===== src/rtl/mem_port_arbiter.sv =====
// mem_port_arbiter
// Shares one unified memory port between the instruction-fetch path and the
// load/store path. One transaction is outstanding at a time. Its response is
// routed back to the requester that issued it.
//
// Ports:
//   clk, nreset                 clock (rising edge), async active-low reset
//   if_req/if_addr              fetch request (held until if_gnt)
//   if_gnt/if_rvalid/if_rdata   fetch grant pulse, response pulse, data
//   d_req/d_rw/d_addr/
//   d_wdata/d_wstrobe           load/store request (held until d_gnt)
//   d_gnt/d_rvalid/d_rdata      data grant pulse, response pulse, data
//   m_req/m_rw/m_addr/
//   m_wdata/m_wstrobe           memory-side request, held until m_ack
//   m_ack/m_rdata               memory completion and read data
//   stall                       core must hold pc and writeback this cycle
module mem_port_arbiter #(
    parameter int ADDR_W   = 32,
    parameter int DATA_W   = 32,
    parameter int MAX_WAIT = 4
) (
    input  logic                clk,
    input  logic                nreset,
    input  logic                if_req,
    input  logic [ADDR_W-1:0]   if_addr,
    output logic                if_gnt,
    output logic                if_rvalid,
    output logic [DATA_W-1:0]   if_rdata,
    input  logic                d_req,
    input  logic                d_rw,
    input  logic [ADDR_W-1:0]   d_addr,
    input  logic [DATA_W-1:0]   d_wdata,
    input  logic [DATA_W/8-1:0] d_wstrobe,
    output logic                d_gnt,
    output logic                d_rvalid,
    output logic [DATA_W-1:0]   d_rdata,
    output logic                m_req,
    output logic                m_rw,
    output logic [ADDR_W-1:0]   m_addr,
    output logic [DATA_W-1:0]   m_wdata,
    output logic [DATA_W/8-1:0] m_wstrobe,
    input  logic                m_ack,
    input  logic [DATA_W-1:0]   m_rdata,
    output logic                stall
);

    localparam int STRB_W = DATA_W / 8;
    // A counter of width 0 is not legal, so MAX_WAIT=0 still gets one bit.
    localparam int CNT_W = (MAX_WAIT > 0) ? $clog2(MAX_WAIT + 1) : 1;
    localparam logic [CNT_W-1:0] CNT_MAX = CNT_W'(MAX_WAIT);

    localparam logic [1:0] ST_IDLE    = 2'd0;
    localparam logic [1:0] ST_BUSY_IF = 2'd1;
    localparam logic [1:0] ST_BUSY_D  = 2'd2;

    logic [1:0]       state;
    logic [CNT_W-1:0] starve_cnt;
    logic             idle;

    assign idle = (state == ST_IDLE);

    // Data normally wins contention; once data has won MAX_WAIT contended
    // grants in a row, fetch is forced through.
    assign if_gnt = idle & if_req & (~d_req | (starve_cnt == CNT_MAX));
    assign d_gnt  = idle & d_req & ~if_gnt;

    // The memory request is simply "a transaction is in flight", so it drops
    // the moment reset forces the FSM back to IDLE.
    assign m_req = ~idle;

    assign stall = ~idle | (if_req & ~if_gnt) | (d_req & ~d_gnt);

    // FSM plus the latched memory-side request fields. Fetches never write.
    always_ff @(posedge clk or negedge nreset) begin
        if (!nreset) begin
            state     <= ST_IDLE;
            m_rw      <= 1'b0;
            m_addr    <= '0;
            m_wdata   <= '0;
            m_wstrobe <= '0;
        end else begin
            case (state)
                ST_IDLE: begin
                    if (if_gnt) begin
                        state     <= ST_BUSY_IF;
                        m_rw      <= 1'b0;
                        m_addr    <= if_addr;
                        m_wstrobe <= '0;
                    end else if (d_gnt) begin
                        state     <= ST_BUSY_D;
                        m_rw      <= d_rw;
                        m_addr    <= d_addr;
                        m_wdata   <= d_wdata;
                        m_wstrobe <= d_rw ? d_wstrobe : STRB_W'(0);
                    end
                end
                ST_BUSY_IF, ST_BUSY_D: begin
                    if (m_ack) begin
                        state <= ST_IDLE;
                    end
                end
                default: state <= ST_IDLE;
            endcase
        end
    end

    // Response routing: the rvalid pulse lands the cycle after m_ack, and the
    // rdata registers keep their value between pulses.
    always_ff @(posedge clk or negedge nreset) begin
        if (!nreset) begin
            if_rvalid <= 1'b0;
            d_rvalid  <= 1'b0;
            if_rdata  <= '0;
            d_rdata   <= '0;
        end else begin
            if_rvalid <= 1'b0;
            d_rvalid  <= 1'b0;
            if (m_ack && state == ST_BUSY_IF) begin
                if_rvalid <= 1'b1;
                if_rdata  <= m_rdata;
            end
            if (m_ack && state == ST_BUSY_D) begin
                d_rvalid <= 1'b1;
                d_rdata  <= m_rw ? DATA_W'(0) : m_rdata;
            end
        end
    end

    // Starvation counter: counts data grants that beat a waiting fetch.
    // It only clears when fetch is served or fetch stops asking while idle.
    always_ff @(posedge clk or negedge nreset) begin
        if (!nreset) begin
            starve_cnt <= '0;
        end else if (if_gnt) begin
            starve_cnt <= '0;
        end else if (d_gnt && if_req) begin
            if (starve_cnt != CNT_MAX) begin
                starve_cnt <= starve_cnt + 1'b1;
            end
        end else if (idle && !if_req) begin
            starve_cnt <= '0;
        end
    end

endmodule


===== config.mk =====
export PLATFORM = sky130hd
export DESIGN_NAME = mem_port_arbiter
export DESIGN_NICKNAME = d
export VERILOG_FILES = /design/src/rtl/mem_port_arbiter.sv
export SDC_FILE = /design/constraint.sdc
export NUM_CORES = 1
export LEC_CHECK = 0
export BUFFER_PORTS_ARGS = -buffer_cell sky130_fd_sc_hd__clkbuf_2
export CORE_MARGIN = 10
export CORE_UTILIZATION = 50
export CTS_CLUSTER_SIZE = 28
export DETAILED_ROUTE_END_ITERATION = 10
export GPL_ROUTABILITY_DRIVEN = 0
export PLACE_DENSITY_LB_ADDON = 0.1
export SLEW_MARGIN = 40
export SYNTH_ARGS = -nofsm -noshare
export SYNTH_HDL_FRONTEND = slang
export SYNTH_SLANG_ARGS = --single-unit

===== constraint.sdc =====
create_clock -name clk -period 3.6 [get_ports clk]
set_input_delay 0.18 -clock clk [delete_from_list [all_inputs] [get_ports clk]]
set_output_delay 0.18 -clock clk [all_outputs]
set_load 0.02 [all_outputs]

# == Word-level counts from Yosys, hierarchy flattened ==
# Index checks and enable logic that the tools add are counted.
# classes
div,0
addsub,1
shifts,0
n_lt_le_gt_ge,0
n_eq_ne,7
mux,18
n_reduce_logical,13
bitwise_logic,13
multipliers,0
# ops
cell,count
2-to-1 mux 32 bit,3
2-to-1 mux 3 bit,4
2-to-1 mux 4 bit,3
bitwise AND 1 bit,6
2-to-1 mux 2 bit,3
inequality test 3 bit (second input constant),2
AND reduction 2 bit,3
logical AND 1 bit,4
2-to-1 mux 1 bit,4
inverter 1 bit,4
one-hot mux 2 bit (2 select lines),1
adder 3 x 1 -> 3 bit (second input constant),1
equality test 3 bit (second input constant),1
inequality test 3 x 2 -> 1 bit (second input constant),1
OR 1 bit,3
AND reduction 3 bit,1
nonzero test 3 bit,1
equality test 2 x 1 -> 1 bit (second input constant),1
equality test 2 bit (second input constant),1
zero test 2 bit,1
inequality test 2 bit (second input constant),1
nonzero test 2 bit,1
OR reduction 2 bit,1
zero test 1 bit,1
# word_totals
mem_bits_rw,0
mem_count,0
romBits,0
wordCells,62
reg_bits,140
in_bits,138
latch_bits,0

# == Logic depth before layout (Yosys ltp) ==
# Gate-level depths: netlist of the first run.
# depth
ltp_word,8
ltp_mapped,8

# == Least setup slack after synthesis of the first run ==
# OpenSTA, ideal clock, no wires.
# synth_path
path_type,reg-to-reg
startpoint,register state[0]
endpoint,register m_wdata[0]
path_stages_with_launch,9
arrival_time_ns,1.640
path_slack_ns,1.833
n_path_buf,3
period_less_slack_ns,1.767
path_cell_list,dfrtp_1 inv_1 ha_1 buf_2 nand2_1 a31oi_2 buf_4 buf_6 mux2_1
# synth_between
elab_chain_cells,6
word_cells_on_any_way,7
cone_classes,5 x bitwise; 2 x reduce/logical
# synth_lines
element,line,text
start: declaration,56,logic [1:0] state;
start signal: assignment,76,state <= ST_IDLE;
start signal: assignment,85,state <= ST_BUSY_IF;
start signal: assignment,90,state <= ST_BUSY_D;
zero test 2 bit (*),60,assign idle = (state == ST_IDLE);
bitwise AND 1 bit (2 in series),64,assign if_gnt = idle & if_req & (~d_req | (starve_cnt == CNT_MAX));
inverter 1 bit (no line),n/a,
bitwise AND 1 bit (*),65,assign d_gnt = idle & d_req & ~if_gnt;
net d_gnt,34,"output logic d_gnt,"
AND reduction 3 bit (no line) (*),n/a,
end signal: assignment,93,m_wdata <= d_wdata;
end: declaration,40,"output logic [DATA_W-1:0] m_wdata,"
# The timed path passes the listed nets; every way through them passes the cells marked *.
# A chain may end at the register's enable or synchronous reset.

# == Worst setup path after layout of the first run ==
# layout_path
startpoint,register state[1]
endpoint,output d_gnt
# layout_between
elab_chain_cells,5
word_cells_on_any_way,6
cone_classes,5 x bitwise; 1 x reduce/logical
# layout_lines
element,line
zero test 2 bit (*),60
bitwise AND 1 bit (2 in series),64
inverter 1 bit (no line),n/a
bitwise AND 1 bit (*),65
end: declaration,34
# Mark *: on every way between the ends. The rest lies on a longest branch, timed or not.

==> results of run 1 <==
-- flip-flops by register name, summed over array words and instances, names as in the netlist --
| signal | flops |
|---|---|
| m_wstrobe | 4 |
| d_rvalid | 1 |
| starve_cnt | 3 |
| m_addr | 32 |
| if_rvalid | 1 |
| m_wdata | 32 |
| d_rdata | 32 |
| state | 2 |
| if_rdata | 32 |
| m_rw | 1 |
-- metal layers --
layer,share of wire [%],global-route usage (%),wire length [µm],vias to the layer above
met5,0,0,0,-
met4,2.9,9.67,529,0
met3,9.7,9.51,1790,38
met2,50,36.9,9250,226
met1,37,23.9,6810,2473
li1,-,-,-,2390
-- metrics by stage --
stage	hold slack, ps	setup WS [ps]	cell area (µm²)	power, mW	std cells
after floorplan	-116	1830	5850	4.86	512
after global routing	2.43	568	8300	8.20	970
final	1.68	732	8300	7.71	970
after CTS	0.373	726	8270	7.77	969
after global placement	387	1240	7300	6.03	898
after detailed placement	309	1100	7310	6.13	898
-- cells in the mapped netlist, types with 3 or more instances --
cell type,n
ha_1,6
o21ai_0,61
dfrtp_1,140
mux2_1,3
nor2_1,33
buf_4,3
clkbuf_1,19
a32o_1,4
o21ai_1,5
nand2_1,39
nand2b_1,33
a31oi_1,32
inv_1,7
a21oi_1,33
buf_2,16
mux2_2,62
-- area by class of cell --
type                            instances  area (µm²)  share of cell area (%)
Sequential cell                       140        3500                    42.2
Multi-Input combinational cell        326        2170                    26.1
Timing Repair Buffer                  327        1900                    22.9
Clock buffer                           24         482                    5.80
Tap cell                              143         179                    2.16
Clock inverter                          3        40.0                   0.482
Inverter                                7        26.3                   0.317
-- logic make-up (layout without fill, tap and decap cells) --
group / count (synthesis) / count (layout)
buf+inv: 46 / 361
simple gates: 110 / 110
compound gates: 144 / 144
mux: 66 / 66
flops: 140 / 140
fa+ha+maj: 6 / 6
-- report_power, final --
part	internal [mW]	switching, mW
combinational	1.25	2.12
sequential	2.32	0.446
clock	0.982	0.596
total	4.55	3.16
-- final timing paths --
check / from / endpoint / cells past startpoint
hold / removal: d_wdata[19] / m_wdata[19] / 2
hold reg to reg: d_rdata[17] / d_rdata[17] / 2
setup / recovery: state[1] / d_gnt / 6
max in group asynchronous: nreset / m_wdata[14] / 4
min in group asynchronous: nreset / if_rdata[5] / 2
setup reg to reg: state[1] / m_wdata[3] / 6
-- worst max-delay path: stages (launching register included) --
cell	delay, ps
dfrtp_1	380
inv_1	130
ha_1	370
nand2_1	150
a31oi_4	630
buf_4	380
clkbuf_2	220
==> results.md, run 1 <==
- Main area contributors after synthesis: dfrtp_1, mux2_2, o21ai_0
- Max-cap viol count: 0
- DRT iter0 DRCs: about 310
- Endpoints failing hold: 0
- Outcome: finished, final reports clean
- Final Max Slew Viols: 0
- DIE WIDTH: between 100 and 150 µm
- Most common cell after layout, fill and taps aside: clkbuf_2
- Fillers: 828
- Vias in the first global route: around 5,600
- CTS Sinks: between 100 and 150
- Post-CTS resize count: 0
- Clock latency on the worst-skew pair: 420 ps
- CP Capture Type: output pin
- Final antenna-violating net count: 0
- First-pass GRT wire length: 29,000 µm
- Mapped cell area: 0.00585 mm²
- Vias per Instance: between 5 and 6
- Buffers added on ports: ~280
- Critical path type: flip-flop to output pin
- Ant. Diodes: 0
- Synth Register Bits: 140
- Worst rel slew slack: around half
- H-Tree Depth: 4
- Mapped Nets: 656
- Starting density of the core: between 50% and 60%
- Synth async-reset ratio: between 90% and 100%
- Pwr per Cell Area: 929 mW/mm²
- Die Y: roughly 130 µm
- Worst-Margin Slew: approximately 760 ps
- Most frequent cells in the layout: clkbuf_2, dfrtp_1, mux2_2
- Total track usage: 22.1%
- DRC Markers: 0
- Synth Area in XOR/XNOR: 0%
- Largest net degree at the start of global routing: 113
- Fmax: 0.349 GHz
- Reg2reg setup slack: between 1000 and 1500 ps
- Post-synth top area cell: dfrtp_1
- Layout cells sized above 1: between 40% and 50%
- Die area: roughly 0.016 mm²
- Final nets: 963
- Vias: slightly above 5,000
- Yosys cell types: 30
- Post-CTS Hold Buffers: 44
- YS warnings: 0
- RSZ-0062 raised after global routing: no
- Synth Flop Type: dfrtp_1
- Deepest clock path buffer count: 2
- Largest family of logic cells by synthesized area: compound AO/OA/AOI/OAI gates
- TritonCTS clock tree: yes
- Post-CTS setup repair buffer count: 0
- Final WL: between 15,000 and 20,000 µm
- DR pass1 iterations: 5
- Post-Synth Adder-Cell Area: under 10%
- Setup TNS: 0 ps
- Post-synth EDFFs: 0
- Simple-gate share of the synthesized area: under 10%
- Crit path time final: approximately 2900 ps
- Mux cell area share after synthesis: approximately 13%
- Synth Instances: about 510
- Setup violators final: 0
- Clock root buffer: clkbuf_16
- Startpoint types: flip-flop
- Core area: approximately 0.011 mm²
- WP data required: about 3400 ps
- HPWL Detailed: roughly 13,000 µm
- Fin crit share: roughly 80%
- Syn avg cell area: around 11 µm²
- Initial antenna violation count: 0
- Detail-routed net length per standard cell: between 15 and 20 µm
- Max rail drop VDD: 0.533 mV
- Final Util: between 70% and 80%
- CTS clk-pin slew, worst paths: 50 ps
- TritonCTS Buffers: 17
- Post-synth top area share: around three fifths
- Worst Path Max Fanout: 21
- Synth-to-Final Area Change: 41.8%
- Number of placed I/O pins: approximately 280
- Rows: 39
- Total global routing overflow: 0
- Worst EP arrival: 2690 ps
- Clock Skew: slightly above 10 ps
- Post-synthesis compound-gate area fraction: between 10 and 15%
- Hold Path Class: primary input to flip-flop
- LEAKAGE: a little over 4 nW
- Seq/Total Area, Yosys: about 60%
Power figures use the tool's default switching activity.
==> inputs of run 2 (changes only) <==
CORE_UTILIZATION = 47   (was 50)
clock period = 2.7 ns   (was 3.6 ns; I/O delays follow)
==> run 2 against run 1 <==
Net effect: sequential cell count did not move; critical endpoint unchanged; routed wire length rose by 5.8%; worst setup slack got worse by 270 ps; clock power rose by 44%; via count rose by 6.5%; clock skew fell by 2.5 ps; largest cell class unchanged; non-clock buffer count rose by 63; highest routed layer unchanged; hold slack improved by 22 ps; sequential share of layout area fell by 3.3 points; combinational power rose by 37%; power rose by 37%.
==> results.md, run 2 (synthesis gave the netlist of run 1 again) <==
- Outcome: finished, final reports clean
- Clock Skew: between 7 and 8 ps
- Vias per Instance: roughly 5.1
- Worst-Margin Slew: approximately 700 ps
- TritonCTS Buffers: 17
- Worst EP arrival: 2110 ps
- Deepest clock path buffer count: 2
- CTS clk-pin slew, worst paths: about 60 ps
- DRC Markers: 0
- Pwr per Cell Area: around 1200 mW/mm²
- RSZ-0062 raised after global routing: no
- Synth-to-Final Area Change: 53.7%
- Core area: about 0.012 mm²
- HPWL Detailed: about 13,000 µm
- DIE WIDTH: between 100 and 150 µm
- Startpoint types: flip-flop
- Layout cells sized above 1: a little over two fifths
- Total global routing overflow: 0
- Fin crit share: a little over 80%
- Final Max Slew Viols: 0
- Worst Reg-to-Reg Cells: 6
- Detail-routed net length per standard cell: 18.3 µm
- Max rail drop VDD: 0.795 mV
- Most common cell after layout, fill and taps aside: clkbuf_2
- Placed insts: 930
- Clock root buffer: clkbuf_16
- Hold Path Class: primary input to flip-flop
- Starting density of the core: 48.3%
- Clock latency on the worst-skew pair: ~410 ps
- LEAKAGE: roughly 4.4 nW
- H-Tree Depth: 4
- Rows: 40
- Worst rel slew slack: 53.4%
- Die Y: 132 µm
- Endpoints failing hold: 0
- Fmax: roughly 0.45 GHz
- Most frequent cells in the layout: clkbuf_2, dfrtp_1, dlygate4sd3_1
- Worst Path Max Fanout: 19
- Vias: roughly 5,500
- Die area: approximately 0.017 mm²
- WP data required: about 2600 ps
- Setup TNS: 0 ps
- CP Capture Type: output pin
- Max-cap viol count: 0
- Setup violators final: 0
- Crit path time final: ~2200 ps
- DRT iter0 DRCs: between 300 and 400
- First-pass GRT wire length: between 30,000 and 40,000 µm
- Number of placed I/O pins: approximately 280
- Vias in the first global route: 5,868
- Total track usage: roughly 22%
- Final nets: around 1,000
- Largest net degree at the start of global routing: 77
- Post-CTS setup repair buffer count: 0
- Buffers added on ports: about 280
- TritonCTS clock tree: yes
- Final antenna-violating net count: 0
- Post-CTS resize count: 0
- Fillers: 859
- CTS Sinks: 140
- Final WL: 19,400 µm
- Final Util: between 70% and 80%
- Critical path type: flip-flop to output pin
- Initial antenna violation count: 1
- Tot Pwr: around 11 mW
- DR pass1 iterations: 5
- Non-Filler Instances: between 1,000 and 1,500
- Hold path cells: 3
## run 2: cell count changes in the layout (fill, tap and decap cells not counted), sizes merged
cell	before	now
clkinvlp	0	3
inv	7	8
clkinv	2	6
buf	8	14
diode	0	1
dlygate4sd3	44	101
clkbuf	299	295
bufinv	1	2
## run 2: what timing repair did
item                                    CTS  global route
endpoints found under the hold margin   205             0
hold buffers                            101             0
endpoints found under the setup margin    0             0
## run 2: cell type report
cell class / count / area (µm²) / area share [%]
diodes: 1 / 2.50 / 0.0278
clock buffers: 20 / 457 / 5.08
clock inverters: 12 / 121 / 1.35
inverters: 7 / 26.3 / 0.292
multi-input cells: 326 / 2150 / 23.9
flip-flops and latches: 140 / 3500 / 39.0
well taps: 168 / 210 / 2.34
repair buffers: 390 / 2520 / 28.0
## run 2: final timing paths
check                             from          end  slack, ps
min in group asynchronous       nreset  m_wdata[22]        300
hold reg to reg             d_rdata[8]   d_rdata[8]        480
hold / removal             if_addr[17]   m_addr[17]         20
setup reg to reg              state[0]  m_wdata[21]        700
setup / recovery              state[0]        d_gnt        460
max in group asynchronous       nreset    m_addr[5]       1640
## run 2: per-layer routing
metal	wire, µm	track usage, %	vias to the layer above
li1	-	-	2536
met1	7180	24.0	2617
met2	9890	37.8	259
met3	1750	9.60	50
met4	624	10.3	0
met5	0	0	-
## run 2: power by group
part	leakage (nW)	total, mW	internal [mW]	switching (mW)
clock	0.282	2.27	1.40	0.869
sequential	1.69	3.70	3.09	0.612
combinational	2.46	4.61	1.76	2.85
total	4.43	10.6	6.25	4.34
## run 2: metrics by stage
step,hold WS (ps),area (µm²),setup WS (ps)
floorplan,-161,5850,933
global placement,203,7400,825
detailed placement,212,7410,711
CTS,8.25,8990,432
global route,26.4,9000,287
finish,24.0,9000,457
## run 2: worst max-delay path, cell delays in order, from the launching register on
cell	delay, ps
dfrtp_1	400
inv_1	110
ha_1	340
nand2_1	140
a31oi_4	190
buf_4	290
clkbuf_2	220
